`config.mk`:
```
export PLATFORM = sky130hd
export DESIGN_NAME = down_count_monitor
export DESIGN_NICKNAME = d
export VERILOG_FILES = /design/src/rtl/down_count_monitor.sv
export SDC_FILE = /design/constraint.sdc
export NUM_CORES = 1
export LEC_CHECK = 0
export ABC_AREA = 1
export BUFFER_PORTS_ARGS = -buffer_cell sky130_fd_sc_hd__buf_4
export CAP_MARGIN = 20
export CORE_MARGIN = 3
export CORE_UTILIZATION = 57
export DETAILED_ROUTE_END_ITERATION = 6
export HOLD_SLACK_MARGIN = 0.15
export PLACE_DENSITY = 0.83
export SLEW_MARGIN = 20
export SYNTH_ARGS = -nofsm -noshare
export SYNTH_HDL_FRONTEND = slang
export SYNTH_SLANG_ARGS = --single-unit
```
`constraint.sdc`:
```
create_clock -name clk -period 3.2 [get_ports clk]
set_clock_uncertainty 0.2 [all_clocks]
set_input_delay 0.48 -clock clk [delete_from_list [all_inputs] [get_ports clk]]
set_output_delay 0.48 -clock clk [all_outputs]
set_load 0.02 [all_outputs]
```
`src/rtl/down_count_monitor.sv`:
```
// down_count_monitor
//   Consumer-side checker for a WIDTH-bit down counter stream. Every valid sample is
//   compared with the previous one: a legal step is prev-1 (mod 2^WIDTH). The monitor
//   acquires lock after LOCK_SAMPLES consecutive legal steps, counts legal 0 -> max wraps
//   and flags illegal steps seen while locked. All outputs are registered.
//
// Configuration macro:
//   DCM_HOLD_ALLOW_EN - when defined, a repeated value (upstream stall) is neutral instead
//                       of an illegal step.
//
// Ports:
//   clk        in   system clock, rising edge
//   reset      in   synchronous active-high reset, overrides all other inputs
//   q_in       in   count value from upstream counter
//   q_valid    in   q_in is sampled on this edge when high
//   locked     out  monitor is tracking the sequence
//   wrap_pulse out  one-cycle pulse on a legal 0 -> max step
//   wrap_count out  saturating count of legal wraps
//   err_pulse  out  one-cycle pulse on an illegal step while locked
//   err_sticky out  set by err_pulse, cleared only by reset
//   last_q     out  last sampled q_in
module down_count_monitor #(
  parameter int unsigned WIDTH        = 4,
  parameter int unsigned WRAP_CNT_W   = 8,
  parameter int unsigned LOCK_SAMPLES = 2
) (
  input  logic                  clk,
  input  logic                  reset,
  input  logic [WIDTH-1:0]      q_in,
  input  logic                  q_valid,
  output logic                  locked,
  output logic                  wrap_pulse,
  output logic [WRAP_CNT_W-1:0] wrap_count,
  output logic                  err_pulse,
  output logic                  err_sticky,
  output logic [WIDTH-1:0]      last_q
);

  localparam int unsigned GoodW = $clog2(LOCK_SAMPLES + 1);

  typedef enum logic [1:0] {StIdle, StAcquire, StTrack} state_e;

  state_e                  state_q, state_d;
  logic [GoodW-1:0]        good_cnt_q, good_cnt_d, good_inc;
  logic                    locked_d, wrap_d, err_d, sticky_d;
  logic [WRAP_CNT_W-1:0]   wrap_count_d;
  logic [WIDTH-1:0]        last_d;
  logic                    legal_step, wrap_step, hold_neutral;

  // Wrap-around subtraction: operands are WIDTH bits, so 0 - 1 yields all-ones.
  assign legal_step = (q_in == last_q - WIDTH'(1));
  assign wrap_step  = legal_step && (last_q == '0) && (q_in == '1);
  assign good_inc   = good_cnt_q + GoodW'(1);

`ifdef DCM_HOLD_ALLOW_EN
  // A stalled upstream repeats its value; treat that as "no new information".
  assign hold_neutral = (q_in == last_q);
`else
  assign hold_neutral = 1'b0;
`endif

  always_comb begin
    state_d      = state_q;
    good_cnt_d   = good_cnt_q;
    last_d       = last_q;
    wrap_d       = 1'b0;
    err_d        = 1'b0;
    wrap_count_d = wrap_count;

    if (q_valid) begin
      last_d = q_in;
      unique case (state_q)
        StIdle: begin
          // First sample has no predecessor, so no step check.
          state_d    = StAcquire;
          good_cnt_d = '0;
        end
        StAcquire: begin
          if (legal_step) begin
            good_cnt_d = good_inc;
            if (good_inc == GoodW'(LOCK_SAMPLES)) begin
              state_d = StTrack;
            end
          end else if (!hold_neutral) begin
            good_cnt_d = '0;
          end
        end
        StTrack: begin
          if (!legal_step && !hold_neutral) begin
            err_d      = 1'b1;
            state_d    = StAcquire;
            good_cnt_d = '0;
          end
        end
        default: state_d = StIdle;
      endcase

      if (wrap_step && (state_q != StIdle)) begin
        wrap_d = 1'b1;
        if (wrap_count != '1) begin
          wrap_count_d = wrap_count + WRAP_CNT_W'(1);
        end
      end
    end

    locked_d = (state_d == StTrack);
    sticky_d = err_sticky | err_d;
  end

  always_ff @(posedge clk) begin
    if (reset) begin
      state_q    <= StIdle;
      good_cnt_q <= '0;
      locked     <= 1'b0;
      wrap_pulse <= 1'b0;
      wrap_count <= '0;
      err_pulse  <= 1'b0;
      err_sticky <= 1'b0;
      last_q     <= '0;
    end else begin
      state_q    <= state_d;
      good_cnt_q <= good_cnt_d;
      locked     <= locked_d;
      wrap_pulse <= wrap_d;
      wrap_count <= wrap_count_d;
      err_pulse  <= err_d;
      err_sticky <= sticky_d;
      last_q     <= last_d;
    end
  end

endmodule

```
== Word-level counts from Yosys, hierarchy flattened ==
Cells that the tools add are included.
Cells by class
  muxes and demuxes: 12
  reduce and logical (&&, ||, !) cells: 10
  equality and inequality tests: 8
  add/sub/neg operators: 3
  bitwise operators: 2
Operator list (number)
  $mux W2: 6
  $pmux W2 S3: 2
  $add A8 B1 Y8 const B: 1
  $ne A8 B8 Y1 const B: 1
  $eq A2 B2 Y1 const B: 3
  $reduce_and A3 Y1: 2
  $eq A4 B4 Y1: 1
  $eq A4 B4 Y1 const B: 1
  $logic_not A4 Y1: 1
  $mux W1: 4
  $sub A4 B1 Y4 const B: 1
  $logic_and A1 B1 Y1: 3
  $reduce_bool A3 Y1: 1
  $add A2 B1 Y2 const B: 1
  $eq A2 B1 Y1 const B: 1
  $logic_not A2 Y1: 1
  $ne A2 B2 Y1 const B: 1
  $reduce_bool A2 Y1: 1
  $reduce_or A2 Y1: 1
  $not A1 Y1: 1
  $or A1 B1 Y1: 1
Word-level totals
  logic and storage cells: 43
  register bits: 20
  input port bits: 7

== Depth between registers and ports, before layout ==
  depth after elaboration: 7
  mapped depth: 14
  mapped depth without buffers: 14

== Worst setup path before layout ==
No wires, ideal clock.
  kind: reg-to-reg
  from: register last_q[0]
  to: register wrap_count[2]
  buffers on the path: 0
  stages on the path, launching flop included: 12
  path slack: 1.111 ns
  arrival time: 1.774 ns
  period minus slack after synthesis: 2.089 ns
  path through: dfxtp_1 -> inv_1 -> ha_1 -> nand2_1 -> clkinv_1 -> nor2_1 -> nand2_1 -> nor2_4 -> nand4_2 -> nor2_2 -> a21oi_1 -> o21a_1
Between the ends
  cells in the longest elaborated chain, start to end: 6
  elaborated cells on any way between the ends: 7
  classes of those cells: add/sub (1); eq/ne (1); reduce/logical (5)
RTL lines
  start, declared: line 36  | output logic [WIDTH-1:0] last_q
  start signal, assigned: line 128  | last_q <= last_d;
  $sub A4 B1 Y4: line 51  | assign legal_step = (q_in == last_q - WIDTH'(1));
  $eq A4 B4 Y1: line 51
  $logic_and A1 B1 Y1 * (2 in a row): line 52  | assign wrap_step = legal_step && (last_q == '0) && (q_in == '1);
  $logic_and A1 B1 Y1 *: line 98  | if (wrap_step && (state_q != StIdle)) begin
  $reduce_and A3 Y1 (no line) *
  end signal, assigned: line 125  | wrap_count <= wrap_count_d;
  end, declared: line 33  | output logic [WRAP_CNT_W-1:0] wrap_count,
Mark *: on every way between the ends. The rest lies on a longest branch, timed or not.
A chain may end at the register's enable or synchronous reset.

== Worst setup path in the final report ==
  from: register last_q[0]
  to: register good_cnt_q[1]
Between the ends
  cells in the longest elaborated chain, start to end: 4
  elaborated cells on any way between the ends: 6
  classes of those cells: add/sub (1); eq/ne (2); mux (2); reduce/logical (1)
RTL lines
  $sub A4 B1 Y4 *: line 51
  $eq A4 B4 Y1 *: line 51
  $mux W2 / $ne A2 B2 Y1 (equally long branches)
  $pmux W2 S3 / $reduce_and A3 Y1 (equally long branches)
  end signal, assigned: line 122  | good_cnt_q <= good_cnt_d;
  end, declared: line 44  | logic [GoodW-1:0] good_cnt_q, good_cnt_d, good_inc;
Marks and branches as above.

==> impl_metrics.json <==
{
  "h-tree-depth": 1,
  "fin_cells": 203,
  "netlist_area_um2": 1090,
  "ys_warn_count": 0,
  "async_reset_ff_share_pct": 0,
  "synth-edff-count": 0,
  "drtPass1Iterations": 4,
  "switching_share_pct": 25.0,
  "crit_fanout": 4,
  "ys_seq_area_share_pct": 36.8,
  "ir_worst_vdd_uv": 285,
  "core_um2": 1760,
  "cts.sinks": 20,
  "end_kind": "flip-flop",
  "highest_layer": "met4",
  "fillCellCount": 161,
  "rows": 15,
  "clockPowerShare_pct": 38.2,
  "drtIter0Drc": 28,
  "grt_pass1_vias": 948,
  "dp_cells": 199,
  "power_density_nw_per_um2": 414,
  "dr_wl_met3_um": 117,
  "slew_viol_final": 0,
  "critPathRequiredTime_ps": 3250,
  "clkTransAtPathRegs_ps": 120,
  "cts.hold.buffers_added": 0,
  "nets": 190,
  "port_buffers": 22,
  "clock.fmax_mhz": 476,
  "setup.worst_path.class": "flip-flop to flip-flop",
  "final_cell_mix": "29 x nand2_1, 24 x inv_1, 22 x buf_4, 20 x dfxtp_1, 15 x a21oi_1",
  "setup-tns-final_ps": 0,
  "drc": 0,
  "max-slew-margin-rel_pct": 81.8,
  "met2_length_mm": 1.11,
  "hold_viol": 0,
  "dieWidth_um": 49.7,
  "critPathLaunch": "last_q[0]",
  "p_int_uw": 411,
  "final_common_cell": "nand2_1",
  "synth.distinct_cells": 28,
  "reg2reg_depth": 12,
  "insertion_delay_ps": 300,
  "cts_tree": "done",
  "met1_length_um": 978,
  "syn-num-nets": 165,
  "area_growth_pct": 21.5,
  "power_frac_comb_pct": 14.3,
  "clk_path_buf_depth": 2,
  "min_period_over_period_pct": 65.6,
  "grt_max_degree": 13,
  "cp-endpoint": "good_cnt_q[1]",
  "status": "complete, no violations",
  "syn_inst": 154,
  "post_cts_buffers": 0,
  "setup_viol": 0,
  "die_height_um": 49.7,
  "multiInputGateArea_um2": 563,
  "ant_nets": 0,
  "place_congestion": 0.852,
  "switchingPower_uw": 137,
  "fin_util_pct": 74.9,
  "dp_hpwl_mm": 1.71,
  "grt_usage_pct": 19.5,
  "vias_per_cell": 5.19,
  "layout-drive-gt1-share_pct": 23.6,
  "final_area_um2": 1320,
  "numCtsBuffers": 3,
  "critPathArrivalTime_ps": 2150,
  "initial_utilization_pct": 61.6,
  "period_needed_ps": 2100,
  "synth_ff_type": "dfxtp_1",
  "grt_pass1_wl_mm": 3.83,
  "die_area_um2": 2470,
  "avgRoutedWirePerCell_um": 11.0,
  "clockRootBuffer": "clkbuf_4",
  "r2r_slack_ps": 1100,
  "ys_ff_latch": 20,
  "grt.overflow.total": 0,
  "vias": 1053,
  "post_cts_resized": 0,
  "rr_startpoint": "last_q[0]",
  "syn_avg_cell_area_um2": 7.06,
  "start_kind": "flip-flop",
  "leakage_uw": 0.000621,
  "seqPwrFrac_pct": 47.5,
  "diodes": 0,
  "min_path_type": "input pin to flip-flop",
  "r2r_end": "good_cnt_q[1]",
  "grt_setup_unrepaired": "false",
  "place_area_um2": 1270,
  "ios": 23,
  "max_cap_viol_count": 0,
  "antenna_found_initial": 0,
  "seqCellArea_um2": 400,
  "wl_mm": 2.23,
  "tightest_slew_ps": 273
}
[through the flow]
| step | hold slack (ps) | worst slack [ps] | power (uW) |
|---|---|---|---|
| floorplan | 240 | 1110 | 321 |
| global placement | 248 | 1210 | 340 |
| detailed placement | 256 | 1120 | 343 |
| CTS | 228 | 1100 | 548 |
| global route | 222 | 908 | 571 |
| finish | 226 | 1100 | 547 |
[power by group through the flow]
| stage | combinational, uW | sequential, uW | clock, uW |
|---|---|---|---|
| 2_1_floorplan | 50.1 | 271 | 0 |
| 3_3_place_gp | 75.1 | 265 | 0 |
| 3_5_place_dp | 77.3 | 266 | 0 |
| 4_1_cts | 77.9 | 260 | 210 |
| 5_1_grt | 87.2 | 261 | 223 |
| 6_report | 78.2 | 260 | 209 |
[cell type report]
type | instances | area share [%]
Clock inverter | 1 | 2.27
Timing Repair Buffer | 22 | 12.5
Clock buffer | 3 | 1.70
Sequential cell | 20 | 30.3
Multi-Input combinational cell | 103 | 42.6
Tap cell | 25 | 2.37
Inverter | 29 | 8.24
[cells by family after synthesis]
| group | count (synthesis) | share of synthesized area (%) |
|---|---|---|
| and+or+nand+nor | 73 | 34.2 |
| DFF | 20 | 36.8 |
| AOI/OAI and AO/OA | 25 | 12.2 |
| buffers and inverters | 31 | 11.4 |
| adders and majority gates | 4 | 4.60 |
| xor gates and xnor gates | 1 | 0.806 |
[flip-flops by register name, summed over array words and instances (netlist names)]
name	flops
err_pulse	1
err_sticky	1
good_cnt_q	2
last_q	4
locked	1
state_q	2
wrap_count	8
wrap_pulse	1
[how the worst min path moves through the flow]
stage	start	endpoint	slack, ps	cells past startpoint
detailed placement	wrap_count[4]	wrap_count[4]	260	2
finish	reset	good_cnt_q[1]	230	2
global placement	err_sticky	err_sticky	250	2
global route	reset	wrap_count[3]	220	2
floorplan	good_cnt_q[1]	good_cnt_q[1]	240	2
CTS	reset	wrap_count[3]	230	2
[Yosys cell counts, types with 2 or more instances]
cell type	instances	area, um^2
clkinv_1	2	7.51
dfxtp_1	20	400
inv_1	24	90.1
o21ai_0	7	35.0
nor2_1	10	37.5
nand3_1	12	60.1
o21a_1	2	15.0
a21oi_1	15	75.1
nand4_1	5	31.3
ha_1	4	50.1
nor2_2	2	12.5
nor2_4	2	22.5
inv_2	3	11.3
nand2_2	4	25.0
nand2_1	29	109
[layer usage]
layer / vias to the layer above / GRT usage (%)
met5: - / 0
met4: 0 / 5.99
met3: 4 / 4.23
met2: 27 / 35.7
met1: 479 / 22.3
li1: 543 / -
[critical path: stages (launching register included)]
cell and delay [ps]:
dfxtp_1 410, inv_1 110, ha_1 310, nand2_1 70, clkinv_1 50, nor2_1 80
nand2_1 90, nor2_4 140, nand2_2 90, inv_2 90, nand2_1 70, or2_1 210
a21oi_1 130
No activity file was read; power rests on OpenSTA's default activity.
